## config.mk

```make
export PLATFORM = sky130hd
export DESIGN_NAME = pl_mem_stage_flat
export DESIGN_NICKNAME = d
export VERILOG_FILES = /design/src/rtl/pl_mem_pkg.sv /design/src/rtl/pl_mem_if.sv /design/src/rtl/pl_load_extend.sv /design/src/rtl/pl_mem_stage.sv /design/src/flat_wrapper.sv
export SDC_FILE = /design/constraint.sdc
export NUM_CORES = 1
export LEC_CHECK = 0
export BUFFER_PORTS_ARGS = -buffer_cell sky130_fd_sc_hd__buf_2
export CORE_ASPECT_RATIO = 0.7
export CORE_UTILIZATION = 35
export DETAILED_ROUTE_END_ITERATION = 12
export PLACE_DENSITY = 0.69
export SYNTH_ARGS = -nofsm -noshare
export SYNTH_HDL_FRONTEND = slang
export SYNTH_SLANG_ARGS = --single-unit
```

## constraint.sdc

```tcl
create_clock -name clk -period 2.3 [get_ports clk]
set_input_delay 0 -clock clk [delete_from_list [all_inputs] [get_ports clk]]
set_output_delay 0 -clock clk [all_outputs]
set_load 0.03 [all_outputs]
```

## src/rtl/pl_mem_pkg.sv

```systemverilog
// Shared constants for the memory stage: funct3 size codes,
// the ResultSrc load code and the bus FSM state encoding.
package pl_mem_pkg;

   localparam logic [2:0] F3_B  = 3'b000;
   localparam logic [2:0] F3_H  = 3'b001;
   localparam logic [2:0] F3_BU = 3'b100;
   localparam logic [2:0] F3_HU = 3'b101;

   localparam logic [1:0] RS_LOAD = 2'b01;

   typedef enum logic [1:0] {
      SZ_B = 2'b00,
      SZ_H = 2'b01,
      SZ_W = 2'b10
   } size_e;

   typedef enum logic [1:0] {
      ST_IDLE = 2'b00,
      ST_WAIT = 2'b01,
      ST_ERR  = 2'b10
   } state_e;

   // Anything that is not a byte or half access is a word access
   function automatic size_e size_of(input logic [2:0] f3);
      case (f3)
         F3_B, F3_BU: return SZ_B;
         F3_H, F3_HU: return SZ_H;
         default:     return SZ_W;
      endcase
   endfunction

endpackage

```

## src/rtl/pl_mem_if.sv

```systemverilog
// Data-memory req/ack bus between the memory stage (master)
// and the data memory (slave).
interface pl_mem_if;

   logic        bus_req;
   logic        bus_we;
   logic [31:0] bus_addr;
   logic [31:0] bus_wdata;
   logic [3:0]  bus_be;
   logic [31:0] bus_rdata;
   logic        bus_ack;

   modport master (
      output bus_req, bus_we, bus_addr, bus_wdata, bus_be,
      input  bus_rdata, bus_ack
   );

   modport slave (
      input  bus_req, bus_we, bus_addr, bus_wdata, bus_be,
      output bus_rdata, bus_ack
   );

endinterface

```

## src/rtl/pl_load_extend.sv

```systemverilog
// Load data alignment: picks the addressed byte/half lane out of
// the bus word and sign- or zero-extends it; other codes pass the word.
module pl_load_extend
   import pl_mem_pkg::*;
(
   input  logic [31:0] rdata_i,
   input  logic [1:0]  lane_i,
   input  logic [2:0]  funct3_i,
   output logic [31:0] data_o
);

   logic [7:0]  byte_w;
   logic [15:0] half_w;

   // Lane select then extension by funct3
   always_comb begin
      byte_w = rdata_i[{lane_i, 3'b000} +: 8];
      half_w = lane_i[1] ? rdata_i[31:16] : rdata_i[15:0];
      case (funct3_i)
         F3_B:    data_o = {{24{byte_w[7]}}, byte_w};
         F3_BU:   data_o = {24'h0, byte_w};
         F3_H:    data_o = {{16{half_w[15]}}, half_w};
         F3_HU:   data_o = {16'h0, half_w};
         default: data_o = rdata_i;
      endcase
   end

endmodule

```

## src/rtl/pl_mem_stage.sv

```systemverilog
// Memory stage + MEM|WB register with req/ack bus, stall and timeout.
// Optional PL_MEM_MISALIGN_TRAP_EN: trap misaligned H/W, add MisalignW.
module pl_mem_stage
   import pl_mem_pkg::*;
#(
   parameter int TIMEOUT = 16,
   parameter int CNT_W   = 5
)(
   input  logic        clk,
   input  logic        rst_n,
   input  logic        RegWriteM,
   input  logic        MemWriteM,
   input  logic [1:0]  ResultSrcM,
   input  logic [31:0] ALUResultM,
   input  logic [31:0] WriteDataM,
   input  logic [2:0]  funct3M,
   input  logic [4:0]  RdM,
   input  logic [31:0] PCPlus4M,
   input  logic [31:0] lAuiPCM,
   pl_mem_if.master    bus,
   output logic        StallM,
   output logic        BusErr,
   output logic        RegWriteW,
   output logic [1:0]  ResultSrcW,
   output logic [31:0] ALUResultW,
   output logic [31:0] ReadDataW,
   output logic [4:0]  RdW,
   output logic [31:0] PCPlus4W,
`ifdef PL_MEM_MISALIGN_TRAP_EN
   output logic [31:0] lAuiPCW,
   output logic        MisalignW
`else
   output logic [31:0] lAuiPCW
`endif
);

   state_e           state_q;
   logic [CNT_W-1:0] cnt_q;
   size_e            sz;
   logic             memop;
   logic             mis;
   logic             err;
   logic             req;
   logic             ack;
   logic [3:0]       be_d;
   logic [31:0]      wd_d;
   logic [31:0]      ld_data;

   assign sz    = size_of(funct3M);
   assign memop = MemWriteM | (ResultSrcM == RS_LOAD);
   assign err   = (state_q == ST_ERR);

`ifdef PL_MEM_MISALIGN_TRAP_EN
   assign mis = memop &
                (((sz == SZ_H) & ALUResultM[0]) |
                 ((sz == SZ_W) & (ALUResultM[1:0] != 2'b00)));
`else
   assign mis = 1'b0;
`endif

   // rst_n gates the request so it drops the moment reset asserts
   assign req    = rst_n & memop & ~mis & ~err;
   assign ack    = req & bus.bus_ack;
   assign StallM = req & ~bus.bus_ack;

   // Byte-lane steering of store data and enables
   always_comb begin
      be_d = 4'b1111;
      wd_d = '0;
      if (MemWriteM) begin
         case (sz)
            SZ_B: begin
               be_d = 4'b0001 << ALUResultM[1:0];
               wd_d = {4{WriteDataM[7:0]}};
            end
            SZ_H: begin
               be_d = 4'b0011 << {ALUResultM[1], 1'b0};
               wd_d = {2{WriteDataM[15:0]}};
            end
            default: begin
               be_d = 4'b1111;
               wd_d = WriteDataM;
            end
         endcase
      end
   end

   assign bus.bus_req   = req;
   assign bus.bus_we    = req & MemWriteM;
   assign bus.bus_addr  = req ? {ALUResultM[31:2], 2'b00} : '0;
   assign bus.bus_be    = req ? be_d : '0;
   assign bus.bus_wdata = req ? wd_d : '0;

   pl_load_extend u_ext (
      .rdata_i  (bus.bus_rdata),
      .lane_i   (ALUResultM[1:0]),
      .funct3_i (funct3M),
      .data_o   (ld_data)
   );

   // Bus FSM: wait for ack, abort to ERR after TIMEOUT stalled cycles
   always_ff @(posedge clk or negedge rst_n) begin
      if (!rst_n) begin
         state_q <= ST_IDLE;
         cnt_q   <= '0;
         BusErr  <= 1'b0;
      end else begin
         case (state_q)
            ST_IDLE: begin
               if (req && !ack) begin
                  state_q <= ST_WAIT;
                  cnt_q   <= CNT_W'(1);
               end
            end
            ST_WAIT: begin
               if (ack || !req) begin
                  state_q <= ST_IDLE;
                  cnt_q   <= '0;
               end else if (cnt_q == CNT_W'(TIMEOUT - 1)) begin
                  state_q <= ST_ERR;
                  cnt_q   <= '0;
                  BusErr  <= 1'b1;
               end else begin
                  cnt_q <= cnt_q + CNT_W'(1);
               end
            end
            default: begin
               state_q <= ST_IDLE;
               cnt_q   <= '0;
            end
         endcase
      end
   end

   // MEM|WB register: bubble while stalled, else capture the retiring op
   always_ff @(posedge clk or negedge rst_n) begin
      if (!rst_n) begin
         RegWriteW  <= 1'b0;
         ResultSrcW <= '0;
         ALUResultW <= '0;
         ReadDataW  <= '0;
         RdW        <= '0;
         PCPlus4W   <= '0;
         lAuiPCW    <= '0;
      end else if (StallM) begin
         RegWriteW <= 1'b0;
         RdW       <= '0;
      end else begin
         RegWriteW  <= RegWriteM & ~err & ~mis;
         ResultSrcW <= ResultSrcM;
         ALUResultW <= ALUResultM;
         ReadDataW  <= (ack & ~MemWriteM) ? ld_data : '0;
         RdW        <= RdM;
         PCPlus4W   <= PCPlus4M;
         lAuiPCW    <= lAuiPCM;
      end
   end

`ifdef PL_MEM_MISALIGN_TRAP_EN
   // Sticky misalignment flag, cleared only by reset
   always_ff @(posedge clk or negedge rst_n) begin
      if (!rst_n) begin
         MisalignW <= 1'b0;
      end else if (mis) begin
         MisalignW <= 1'b1;
      end
   end
`endif

endmodule

```

## src/flat_wrapper.sv

```systemverilog
// flat-port wrapper written by rule: the top's interface ports become plain ports
module pl_mem_stage_flat import pl_mem_pkg::*;
#(
   parameter int TIMEOUT = 16,
   parameter int CNT_W   = 5
)
  (clk, rst_n, RegWriteM, MemWriteM, ResultSrcM, ALUResultM, WriteDataM, funct3M, RdM, PCPlus4M, lAuiPCM, StallM, BusErr, RegWriteW, ResultSrcW, ALUResultW, ReadDataW, RdW, PCPlus4W, lAuiPCW, bus_bus_req, bus_bus_we, bus_bus_addr, bus_bus_wdata, bus_bus_be, bus_bus_rdata, bus_bus_ack);
  pl_mem_if bus_i ();
  input  logic clk;
  input  logic rst_n;
  input  logic RegWriteM;
  input  logic MemWriteM;
  input  logic [1:0] ResultSrcM;
  input  logic [31:0] ALUResultM;
  input  logic [31:0] WriteDataM;
  input  logic [2:0] funct3M;
  input  logic [4:0] RdM;
  input  logic [31:0] PCPlus4M;
  input  logic [31:0] lAuiPCM;
  output logic StallM;
  output logic BusErr;
  output logic RegWriteW;
  output logic [1:0] ResultSrcW;
  output logic [31:0] ALUResultW;
  output logic [31:0] ReadDataW;
  output logic [4:0] RdW;
  output logic [31:0] PCPlus4W;
  output logic [31:0] lAuiPCW;
  output wire logic [$bits(bus_i.bus_req)-1:0] bus_bus_req;
  output wire logic [$bits(bus_i.bus_we)-1:0] bus_bus_we;
  output wire logic [$bits(bus_i.bus_addr)-1:0] bus_bus_addr;
  output wire logic [$bits(bus_i.bus_wdata)-1:0] bus_bus_wdata;
  output wire logic [$bits(bus_i.bus_be)-1:0] bus_bus_be;
  input wire logic [$bits(bus_i.bus_rdata)-1:0] bus_bus_rdata;
  input wire logic [$bits(bus_i.bus_ack)-1:0] bus_bus_ack;
  assign bus_bus_req = bus_i.bus_req;
  assign bus_bus_we = bus_i.bus_we;
  assign bus_bus_addr = bus_i.bus_addr;
  assign bus_bus_wdata = bus_i.bus_wdata;
  assign bus_bus_be = bus_i.bus_be;
  assign bus_i.bus_rdata = bus_bus_rdata;
  assign bus_i.bus_ack = bus_bus_ack;
  pl_mem_stage #(.TIMEOUT(TIMEOUT), .CNT_W(CNT_W)) u_core (.clk(clk), .rst_n(rst_n), .RegWriteM(RegWriteM), .MemWriteM(MemWriteM), .ResultSrcM(ResultSrcM), .ALUResultM(ALUResultM), .WriteDataM(WriteDataM), .funct3M(funct3M), .RdM(RdM), .PCPlus4M(PCPlus4M), .lAuiPCM(lAuiPCM), .bus(bus_i), .StallM(StallM), .BusErr(BusErr), .RegWriteW(RegWriteW), .ResultSrcW(ResultSrcW), .ALUResultW(ALUResultW), .ReadDataW(ReadDataW), .RdW(RdW), .PCPlus4W(PCPlus4W), .lAuiPCW(lAuiPCW));
endmodule
```

==> qor.yml, run 1 <==
period_needed_ns: 2.11
synth-main-ff-cell: "dfrtp_1"
mostFrequentLayoutCells: "379 x buf_2, 144 x dfrtp_1, 139 x dlygate4sd3_1"
p_switching_mw: 2.15
start_util: 0.365
grt_max_degree: 70
ys_ff_latch: 144
top_level_ports: 383
drc_errors: 0
ys_types: 47
p_per_area_nw_per_um2: 639
period_share: 0.919
dieArea_um2: 19800
end_kind: "primary output"
yosysWarnings: 0
worstPathCellList: "buf_4 > nand2b_1 > nand3_1 > buf_4 > a21oi_1 > buf_2"
dp_hpwl_um: 14900
slew_headroom: 0.409
busiest_layer: "met2"
netlist_area_um2: 6720
pre_cts_ws_ns: 0.407
timing.hold.ws_ns: 0.0630
postSynthCellCount: 561
layout_commonest_cell: "buf_2"
cp_common_cell: "buf_4"
hold_violations: 0
routed_wl_um: 21700
cp.required_ns: 2.30
status: "complete, no violations"
grt-ovfl-total: 0
clk_path_buf_depth: 2
seq_power_share: 0.402
wl_per_cell_um: 16.4
cp.arrival_ns: 2.11
combPwrFrac: 0.218
final_nets: 1253
cts.sinks: 144
worstMarginPinSlew_ns: 0.886
p_sw_frac: 0.312
ir_worst_vdd_uv: 368
grt_util_met2: 0.369
fmax_mhz: 473
vias_per_cell: 4.84
post_cts_buffers: 0
path_class: "reg2out"
use_met1: 0.277
path_max_fanout: 17
ys_async_sr_fraction: 1.00
drt_iter0_markers: 316
fp.dieH_um: 118
port_buffers: 380
finalSetupViolations: 0
ys_seq_area_frac: 0.536
firstDrtPassIters: 5
fin_ws_ns: 0.187
root_buffer: "clkbuf_16"
fp.coreArea_um2: 18400
grt_first_pass_wirelength_um: 34900
drv_cap: 0
vias: 6413
rsz0062_at_grt: "no"
synth_edf_count: 0
cts_tree: "yes"
die_x_um: 168
use_met3: 0.0615
antenna_found_initial: 0
slowest_delay_ns: 0.39
hold_path_class: "in2reg"
crit_slowest_cell: "dfrtp_1"
ant_nets: 0
utilization: 0.585
nFillCells: 1519
p_clk_frac: 0.379
critPathLaunchType: "flip-flop"
skew_ns: 0.0121
num_antenna_cells: 0
gp_congestion: 0.869
grtUsageTotal: 0.221
p_int_mw: 4.74
insertion_delay_ns: 0.41
setup_tns_ns: 0
path_clk_slew_ns: 0.07
synth.avg_cell_area_um2: 12.0
rows: 41
finalMaxSlewViolations: 0
area_growth_pct: 60.3
htree_num_levels: 4
grt_pass1_vias: 6655
drive_gt1_frac: 0.411
numCtsBuffers: 17
power.leakage_nw: 5.41
stage by stage:
step,std cells,area (um2),power (mW)
2_1_floorplan,562,6730,3.60
6_report,1326,10800,6.89
3_3_place_gp,1155,8820,4.10
3_5_place_dp,1155,8820,4.12
4_1_cts,1326,10800,6.96
5_1_grt,1326,10800,7.19
kinds of logic (layout without fill, tap and decap cells):
logic type                 count (synthesis)  in the layout  synth area share
adders and majority gates                  1              1           0.00186
buffers and inverters                     46            574            0.0443
xor gates and xnor gates                   2              2           0.00261
AOI/OAI and AO/OA                         99             99            0.0966
muxes                                    123            123             0.203
and+or+nand+nor                          145            145             0.115
other                                      1              2          0.000558
DFF                                      144            144             0.536
path summary, 6_finish.rpt:
kind | start | end | slack (ns) | cells past startpoint
worst max-delay path | u_core.state_q[0]$_DFFE_PN0P_ | bus_bus_wdata[8] | 0.19 | 6
worst min-delay path | funct3M[1] | u_core.ReadDataW[7]$_DFFE_PN0N_ | 0.06 | 4
worst max register to register | u_core.state_q[1]$_DFFE_PN0P_ | u_core.ReadDataW[26]$_DFFE_PN0N_ | 0.35 | 5
worst min register to register | u_core.BusErr$_DFFE_PN0P_ | u_core.BusErr$_DFFE_PN0P_ | 0.47 | 1
max in group asynchronous | rst_n | u_core.lAuiPCW[13]$_DFFE_PN0N_ | 1.17 | 4
min in group asynchronous | rst_n | u_core.ALUResultW[9]$_DFFE_PN0N_ | 0.07 | 3
registers in the layout, indices dropped and copies added, names as in the netlist, 2 cells and up:
| signal | cells |
|---|---|
| u_core.ResultSrcW | 2 |
| u_core.cnt_q | 5 |
| u_core.ALUResultW | 32 |
| u_core.PCPlus4W | 32 |
| u_core.ReadDataW | 32 |
| u_core.RdW | 5 |
| u_core.lAuiPCW | 32 |
| u_core.state_q | 2 |
layer usage:
| metal | wire length [um] | part of all wire |
|---|---|---|
| met1 | 9270 | 0.43 |
| met2 | 10600 | 0.49 |
| met3 | 1460 | 0.067 |
| met4 | 419 | 0.019 |
| met5 | 0 | 0 |
synth_stat cells, types with 2 or more instances:
cell type	instances	area share
dfrtp_1	144	0.54
mux2_1	84	0.14
and2_1	46	0.043
o21ai_0	36	0.027
nand2_1	33	0.018
nor2_1	28	0.016
a21oi_1	27	0.020
mux2i_1	24	0.036
a221o_1	16	0.024
clkbuf_1	14	0.0078
mux2_2	14	0.023
buf_6	11	0.018
inv_1	7	0.0039
a22oi_1	6	0.0067
buf_2	6	0.0045
nand3_1	6	0.0045
nor2b_1	6	0.0056
or3_1	6	0.0056
buf_4	5	0.0056
and3_1	4	0.0037
nand2b_1	4	0.0037
or3b_1	3	0.0039
a21boi_0	2	0.0022
a21o_1	2	0.0022
nand4b_1	2	0.0026
nor3_1	2	0.0015
nor4_1	2	0.0019
o211ai_1	2	0.0022
layout make-up:
cell class                      instances  area, um2  share of cell area
Sequential cell                       144       3600               0.334
Timing Repair Buffer                  534       3450               0.320
Multi-Input combinational cell        372       2830               0.263
Clock buffer                           18        439              0.0408
Tap cell                              236        295              0.0274
Clock inverter                         14        123              0.0114
Inverter                                8       32.5             0.00302
critical path, delay by kind of cell (launching register included):
kind | cells | cell delay [ns]
flip-flops | 1 | 0.39
buffers and inverters | 3 | 0.74
AND/OR/NAND/NOR | 2 | 0.42
AO/OA/AOI/OAI | 1 | 0.16
timing repair:
action,CTS,global route
hold endpoints to repair,176,0
resized for setup,0,1
hold buffers,139,0
setup endpoints to repair,0,3
power by group through the flow:
stage / clock network, mW / logic, mW / registers [mW]
2_1_floorplan: 0 / 0.487 / 3.12
3_3_place_gp: 0 / 1.30 / 2.81
3_5_place_dp: 0 / 1.31 / 2.81
4_1_cts: 2.70 / 1.50 / 2.77
5_1_grt: 2.80 / 1.60 / 2.79
6_report: 2.61 / 1.50 / 2.77
Note: power is estimated with default switching activity, not from simulation.
==> run 2: changes to the inputs <==
--- a/config.mk
+++ b/config.mk
@@ -9,7 +9,9 @@
 export CORE_ASPECT_RATIO = 0.7
 export CORE_UTILIZATION = 35
 export DETAILED_ROUTE_END_ITERATION = 12
-export PLACE_DENSITY = 0.69
+export PLACE_DENSITY = 0.68
+export SLEW_MARGIN = 5
 export SYNTH_ARGS = -nofsm -noshare
 export SYNTH_HDL_FRONTEND = slang
+export SYNTH_HIERARCHICAL = 1
 export SYNTH_SLANG_ARGS = --single-unit
==> run 2 against run 1 <==
Die area grew 6.2%; largest cell class unchanged; sequential power is essentially flat; largest power group unchanged; final area grew 3.1%; area after synthesis grew 6.3%; clock skew shrank 0.0056 ns; non-clock buffer count shrank 9; critical path type unchanged; clock-buffer cell count grew 1; critical endpoint unchanged; worst hold slack lost 0.050 ns.
==> qor.yml, run 2 <==
synth_edf_count: 0  # unchanged
synth-main-ff-cell: "dfrtp_1"
dp.cells: 1229  # +6.4%
design_area_um2: 11100  # +3.1%
critPathLaunchType: "flip-flop"
timing.hold.ws_ns: 0.0127  # -0.0503 ns
grt_max_degree: 105  # +50%
synthTopCellsByArea: "dfrtp_1 50%, mux2_2 16%, a22oi_1 3.5%, and2_1 3.4%, mux2i_1 3.4%"
firstDrtPassIters: 7  # +2
worstMarginPinSlew_ns: 0.579  # -0.306 ns
worstReg2RegStart: "u_core/state_q[0]$_DFFE_PN0P_"
htree_num_levels: 4  # unchanged
power.leakage_nw: 5.48  # +1.2%
rsz0062_at_grt: "no"
antenna_found_initial: 0  # unchanged
hold_path_end: "u_core/ReadDataW[13]$_DFFE_PN0N_"
vias_per_cell: 4.83  # about the same
skew_ns: 0.00653  # -0.00556 ns
yosysWarnings: 6  # +6
grt-ovfl-total: 0  # unchanged
vias: 6698  # +4.4%
synth_top_area_cell: "dfrtp_1"
synth_top_area_share: 0.504  # -0.0317
setup_tns_ns: 0  # unchanged
period_share: 0.937  # +0.0183
r2r-end: "u_core/ALUResultW[24]$_DFFE_PN0N_"
ys_ff_latch: 144  # unchanged
min_from: "bus_bus_rdata[13]"
finalNonFillerCells: 1386  # +4.5%
period_needed_ns: 2.15  # +0.0422 ns
slew_headroom: 0.614  # +0.204
fp.dieH_um: 122  # +3.0%
fp.coreArea_um2: 19900  # +8.1%
fmax_mhz: 464  # -2.0%
rr_worst_depth: 7  # +2
r2r_setup_slack_ns: 0.43  # +0.08 ns
gp_congestion: 0.858  # -1.2%
ant_nets: 0  # unchanged
end_kind: "primary output"
drc_errors: 0  # unchanged
synth.avg_cell_area_um2: 11.8  # -1.3%
utilization: 0.558  # -0.0273
area_growth_pct: 55.4
port_buffers: 380  # unchanged
drive_gt1_frac: 0.500  # +0.0890
hold_depth: 5  # +1
nFillCells: 1747  # +15%
path_max_fanout: 15  # -2
routed_wl_um: 22900  # +5.5%
grt_first_pass_wirelength_um: 35800  # +2.5%
drt_iter0_markers: 371  # +17%
final_nets: 1279  # +2.1%
hold_buffers: 125  # -10%
ys_async_sr_fraction: 1.00  # unchanged
wl_per_cell_um: 16.5  # +0.95%
path_class: "reg2out"
start_util: 0.359  # -0.00608
postSynthCellCount: 604  # +7.7%
power_mw: 7.16  # +3.9%
cts_tree: "yes"
mostFrequentLayoutCells: "379 x buf_2, 144 x dfrtp_1, 125 x dlygate4sd3_1"
clk_path_buf_depth: 2  # unchanged
dieArea_um2: 21000  # +6.2%
drv_cap: 0  # unchanged
hold_path_class: "in2reg"
numCtsBuffers: 17  # unchanged
cp.required_ns: 2.30  # about the same
post_cts_buffers: 0  # unchanged
grt_pass1_vias: 6713  # +0.87%
ys_seq_area_frac: 0.504  # -0.0317
netlist_area_um2: 7150  # +6.3%
path_clk_slew_ns: 0.06  # about the same
synth_common_cells: "144 x dfrtp_1, 101 x mux2_2, 62 x nor2_1"
top_level_ports: 383  # unchanged
multi_input_area_um2: 3210  # +13%
cp.arrival_ns: 2.15  # +0.04 ns
finalMaxSlewViolations: 0  # unchanged
rows: 43  # +4.9%
pre_cts_ws_ns: 0.457  # +0.0499 ns
root_buffer: "clkbuf_16"
hold_violations: 0  # unchanged
status: "complete, no violations"
ir_worst_vdd_uv: 360  # -2.1%
placed_area_um2: 9280  # +5.2%
grtUsageTotal: 0.216  # -0.00516
dp_hpwl_um: 15700  # +5.6%
layout_commonest_cell: "buf_2"
insertion_delay_ns: 0.42  # about the same
yosysMostFrequentCell: "dfrtp_1"
register_area_um2: 3600  # unchanged
finalSetupViolations: 0  # unchanged
fin_ws_ns: 0.145  # -0.0422 ns
p_per_area_nw_per_um2: 645  # +0.85%
die_x_um: 173  # +3.1%
cts.repair.resized: 0  # unchanged
ys_types: 50  # +6.4%
cts.sinks: 144  # unchanged
num_antenna_cells: 0  # unchanged
==> run 2: how the worst max path moves through the flow <==
stage	startpoint	endpoint	slack [ns]
after floorplan	u_core/state_q[0]$_DFFE_PN0P_	u_core/cnt_q[3]$_DFFE_PN0P_	0.66
after global placement	u_core/state_q[0]$_DFFE_PN0P_	u_core/ALUResultW[17]$_DFFE_PN0N_	0.51
after detailed placement	u_core/state_q[0]$_DFFE_PN0P_	u_core/ALUResultW[24]$_DFFE_PN0N_	0.46
after CTS	u_core/state_q[0]$_DFFE_PN0P_	bus_bus_wdata[8]	0.14
after global routing	u_core/state_q[0]$_DFFE_PN0P_	bus_bus_wdata[8]	0.02
final	u_core/state_q[0]$_DFFE_PN0P_	bus_bus_wdata[8]	0.15
==> run 2: per-layer routing <==
| metal | part of all wire | global-route usage |
|---|---|---|
| met5 | 0 | 0 |
| met4 | 0.012 | 0.0586 |
| met3 | 0.078 | 0.0693 |
| met2 | 0.49 | 0.368 |
| met1 | 0.42 | 0.264 |
==> run 2: cell type report <==
type	instances	area share
sequential	144	0.325
timing repair buffer	525	0.301
multi-input combinational	406	0.289
clock buffer	19	0.0399
tap	270	0.0304
clock inverter	13	0.0113
inverter	9	0.00349
==> run 2: cell families after synthesis <==
| group | Yosys count | share of synthesized area |
|---|---|---|
| AO/OA/AOI/OAI | 122 | 0.139 |
| XOR/XNOR | 1 | 0.00123 |
| adder cells (fa/ha/maj) | 1 | 0.00175 |
| buffers and inverters | 55 | 0.0476 |
| flip-flops | 144 | 0.504 |
| multiplexers | 126 | 0.195 |
| other | 1 | 0.000525 |
| AND/OR/NAND/NOR | 154 | 0.111 |
==> run 2: worst max-delay path: stages, from the launching register on <==
cell      delay, ns
dfrtp_1        0.47
nand2b_4       0.20
nand3_1        0.34
buf_4          0.34
a21oi_1        0.15
buf_2          0.22
==> run 2: power by group <==
group | leakage [nW] | total, mW | switching [mW] | internal, mW
Combinational | 3.45 | 1.71 | 1.01 | 0.706
Clock | 0.275 | 2.67 | 1.13 | 1.53
Sequential | 1.76 | 2.78 | 0.0843 | 2.70
Total | 5.48 | 7.16 | 2.22 | 4.94
==> run 3: changes to the inputs <==
--- a/config.mk
+++ b/config.mk
@@ -6,10 +6,13 @@
 export NUM_CORES = 1
 export LEC_CHECK = 0
 export BUFFER_PORTS_ARGS = -buffer_cell sky130_fd_sc_hd__buf_2
+export CELL_PAD_IN_SITES_DETAIL_PLACEMENT = 1
+export CELL_PAD_IN_SITES_GLOBAL_PLACEMENT = 1
 export CORE_ASPECT_RATIO = 0.7
-export CORE_UTILIZATION = 35
+export CORE_UTILIZATION = 34
 export DETAILED_ROUTE_END_ITERATION = 12
-export PLACE_DENSITY = 0.68
+export GPL_ROUTABILITY_DRIVEN = 0
+export PLACE_DENSITY = 0.84
 export SLEW_MARGIN = 5
 export SYNTH_ARGS = -nofsm -noshare
 export SYNTH_HDL_FRONTEND = slang
==> run 3 against run 2 <==
Final cell count is 0.65% lower; fmax is 2.5% higher; global-route usage up 3.5 points; non-clock buffer count down 10; worst hold slack better by 0.0050 ns; final area is 0.28% lower; setup slack better by 0.052 ns; critical path type is now in2reg; via count increased by 1.3%; sequential power is essentially flat; first-iteration DRC count down 21%; wire length up 21%; largest power group is now clock; register-to-register slack got worse by 0.14 ns.
==> qor.yml, run 3 (synthesis gave the netlist of run 2 again) <==
fp.coreArea_um2: 20200  # +1.4%
setup_tns_ns: 0  # unchanged
drive_gt1_frac: 0.504  # +0.00362
fmax_mhz: 476  # +2.5%
period_share: 0.914  # -0.0226
r2r_setup_slack_ns: 0.29  # -0.14 ns
worstPathCellList: "dlygate4sd3_1 > buf_2 > nor2b_1 > nor2b_1 > a221o_1 > dlygate4sd3_1 > a22oi_1 > nor2_1"
drc_errors: 0  # unchanged
rows: 43  # unchanged
post_cts_buffers: 0  # unchanged
startpoint: "ALUResultM[0]"
pre_cts_ws_ns: 0.332  # -0.125 ns
drv_cap: 0  # unchanged
status: "complete, no violations"
hold_depth: 4  # -1
vias: 6784  # +1.3%
crit_slowest_cell: "dlygate4sd3_1"
top_level_ports: 383  # unchanged
cp.required_ns: 2.58  # +0.28 ns
path_depth: 8  # +3
worstReg2RegStart: "u_core/state_q[0]$_DFFE_PN0P_"
hold_path_class: "in2reg"
port_buffers: 380  # unchanged
wl_per_cell_um: 20.1  # +21%
nFillCells: 2256  # +29%
insertion_delay_ns: 0.41  # about the same
min_from: "bus_bus_rdata[20]"
clk_path_buf_depth: 2  # unchanged
register_area_um2: 3600  # unchanged
dp_hpwl_um: 18200  # +16%
start_util: 0.354  # -0.00479
fin_ws_ns: 0.197  # +0.0519 ns
grt_max_degree: 68  # -35%
numCtsBuffers: 17  # unchanged
grt-ovfl-total: 0  # unchanged
power.leakage_nw: 5.47  # -0.25%
hold_path_end: "u_core/ReadDataW[20]$_DFFE_PN0N_"
path_clk_slew_ns: 0.07  # about the same
path_class: "in2reg"
critPathLaunchType: "primary input"
cts.sinks: 144  # unchanged
cp.arrival_ns: 2.39  # +0.24 ns
multi_input_area_um2: 3210  # +0.16%
ir_worst_vdd_uv: 529  # +47%
critPathTopFamily: "buffers and inverters"
grt_pass1_vias: 7269  # +8.3%
slew_headroom: 0.423  # -0.190
finalSetupViolations: 0  # unchanged
p_per_area_nw_per_um2: 669  # +3.8%
firstDrtPassIters: 4  # -3
die_x_um: 175  # +1.4%
drt_iter0_markers: 293  # -21%
grtUsageTotal: 0.251  # +0.0355
fp.dieH_um: 123  # +1.4%
layout_commonest_cell: "buf_2"
rsz0062_at_grt: "no"
period_needed_ns: 2.10  # -0.0519 ns
slowest_delay_ns: 0.56  # +0.09 ns
vias_per_cell: 4.93  # +1.9%
routed_wl_um: 27600  # +21%
htree_num_levels: 4  # unchanged
rr_worst_depth: 7  # unchanged
hold_violations: 0  # unchanged
ant_nets: 0  # unchanged
path_max_fanout: 10  # -5
area_growth_pct: 54.9
dieArea_um2: 21600  # +2.9%
grt_first_pass_wirelength_um: 41700  # +17%
worst-path-buf-inv: 3  # +1
root_buffer: "clkbuf_16"
worstMarginPinSlew_ns: 0.865  # +0.286 ns
r2r-end: "u_core/PCPlus4W[12]$_DFFE_PN0N_"
finalMaxSlewViolations: 0  # unchanged
mostFrequentLayoutCells: "379 x buf_2, 144 x dfrtp_1, 118 x dlygate4sd3_1"
cts_tree: "yes"
antenna_found_initial: 1  # +1
final_nets: 1269  # -0.78%
end_kind: "flip-flop"
skew_ns: 0.0122  # +0.00569 ns
==> run 3: metal layers <==
metal  global-route usage  part of all wire  vias to the layer above
met2                0.445              0.51                      255
met1                0.303              0.41                     3378
met5                    0                 0                        -
li1                     -                 -                     3126
met4               0.0576             0.012                        0
met3               0.0720             0.072                       25
==> run 3: what timing repair did <==
item / 4_1_cts / 5_1_grt
hold buffers: 118 / 0
setup endpoints to repair: 0 / 9
endpoints found under the hold margin: 193 / 0
gates resized for setup: 0 / 1
==> run 3: stage by stage <==
stage          cells  utilization  power (mW)  cell area, um2  hold WS, ns
4_1_cts         1376        0.548        7.45           11100     0.000774
2_1_floorplan    605            -        3.79            7150       -0.296
5_1_grt         1376        0.549        7.71           11100       0.0210
6_report        1377        0.549        7.41           11100       0.0177
3_3_place_gp    1226        0.460        4.35            9270        0.114
3_5_place_dp    1226        0.460        4.39            9270        0.118
==> run 3: how the worst max path moves through the flow <==
stage                                 endpoint  slack, ns
3_5_place_dp    u_core/PCPlus4W[4]$_DFFE_PN0N_       0.33
2_1_floorplan      u_core/cnt_q[3]$_DFFE_PN0P_       0.66
5_1_grt                                 StallM       0.06
4_1_cts                      bus_bus_wdata[11]       0.14
6_report       u_core/ReadDataW[1]$_DFFE_PN0N_       0.20
3_3_place_gp   u_core/PCPlus4W[11]$_DFFE_PN0N_       0.41
==> run 3: layout make-up <==
class                      instances  share of cell area
tap                              270              0.0305
timing repair buffer             515               0.295
sequential                       144               0.325
clock inverter                    15              0.0166
antenna                            1            0.000226
multi-input combinational        406               0.290
inverter                           9             0.00350
clock buffer                      17              0.0384
==> run 3: report_power, final <==
group / internal, mW / total (mW) / switching [mW]
registers: 2.70 / 2.79 / 0.0962
clock network: 1.66 / 2.87 / 1.21
logic: 0.698 / 1.75 / 1.05
==> run 3: worst min-delay path, delay by kind of cell <==
kind	cells	cell delay (ns)
buffers and inverters	1	0.10
AOI/OAI and AO/OA	2	0.19
and+or+nand+nor	1	0.09
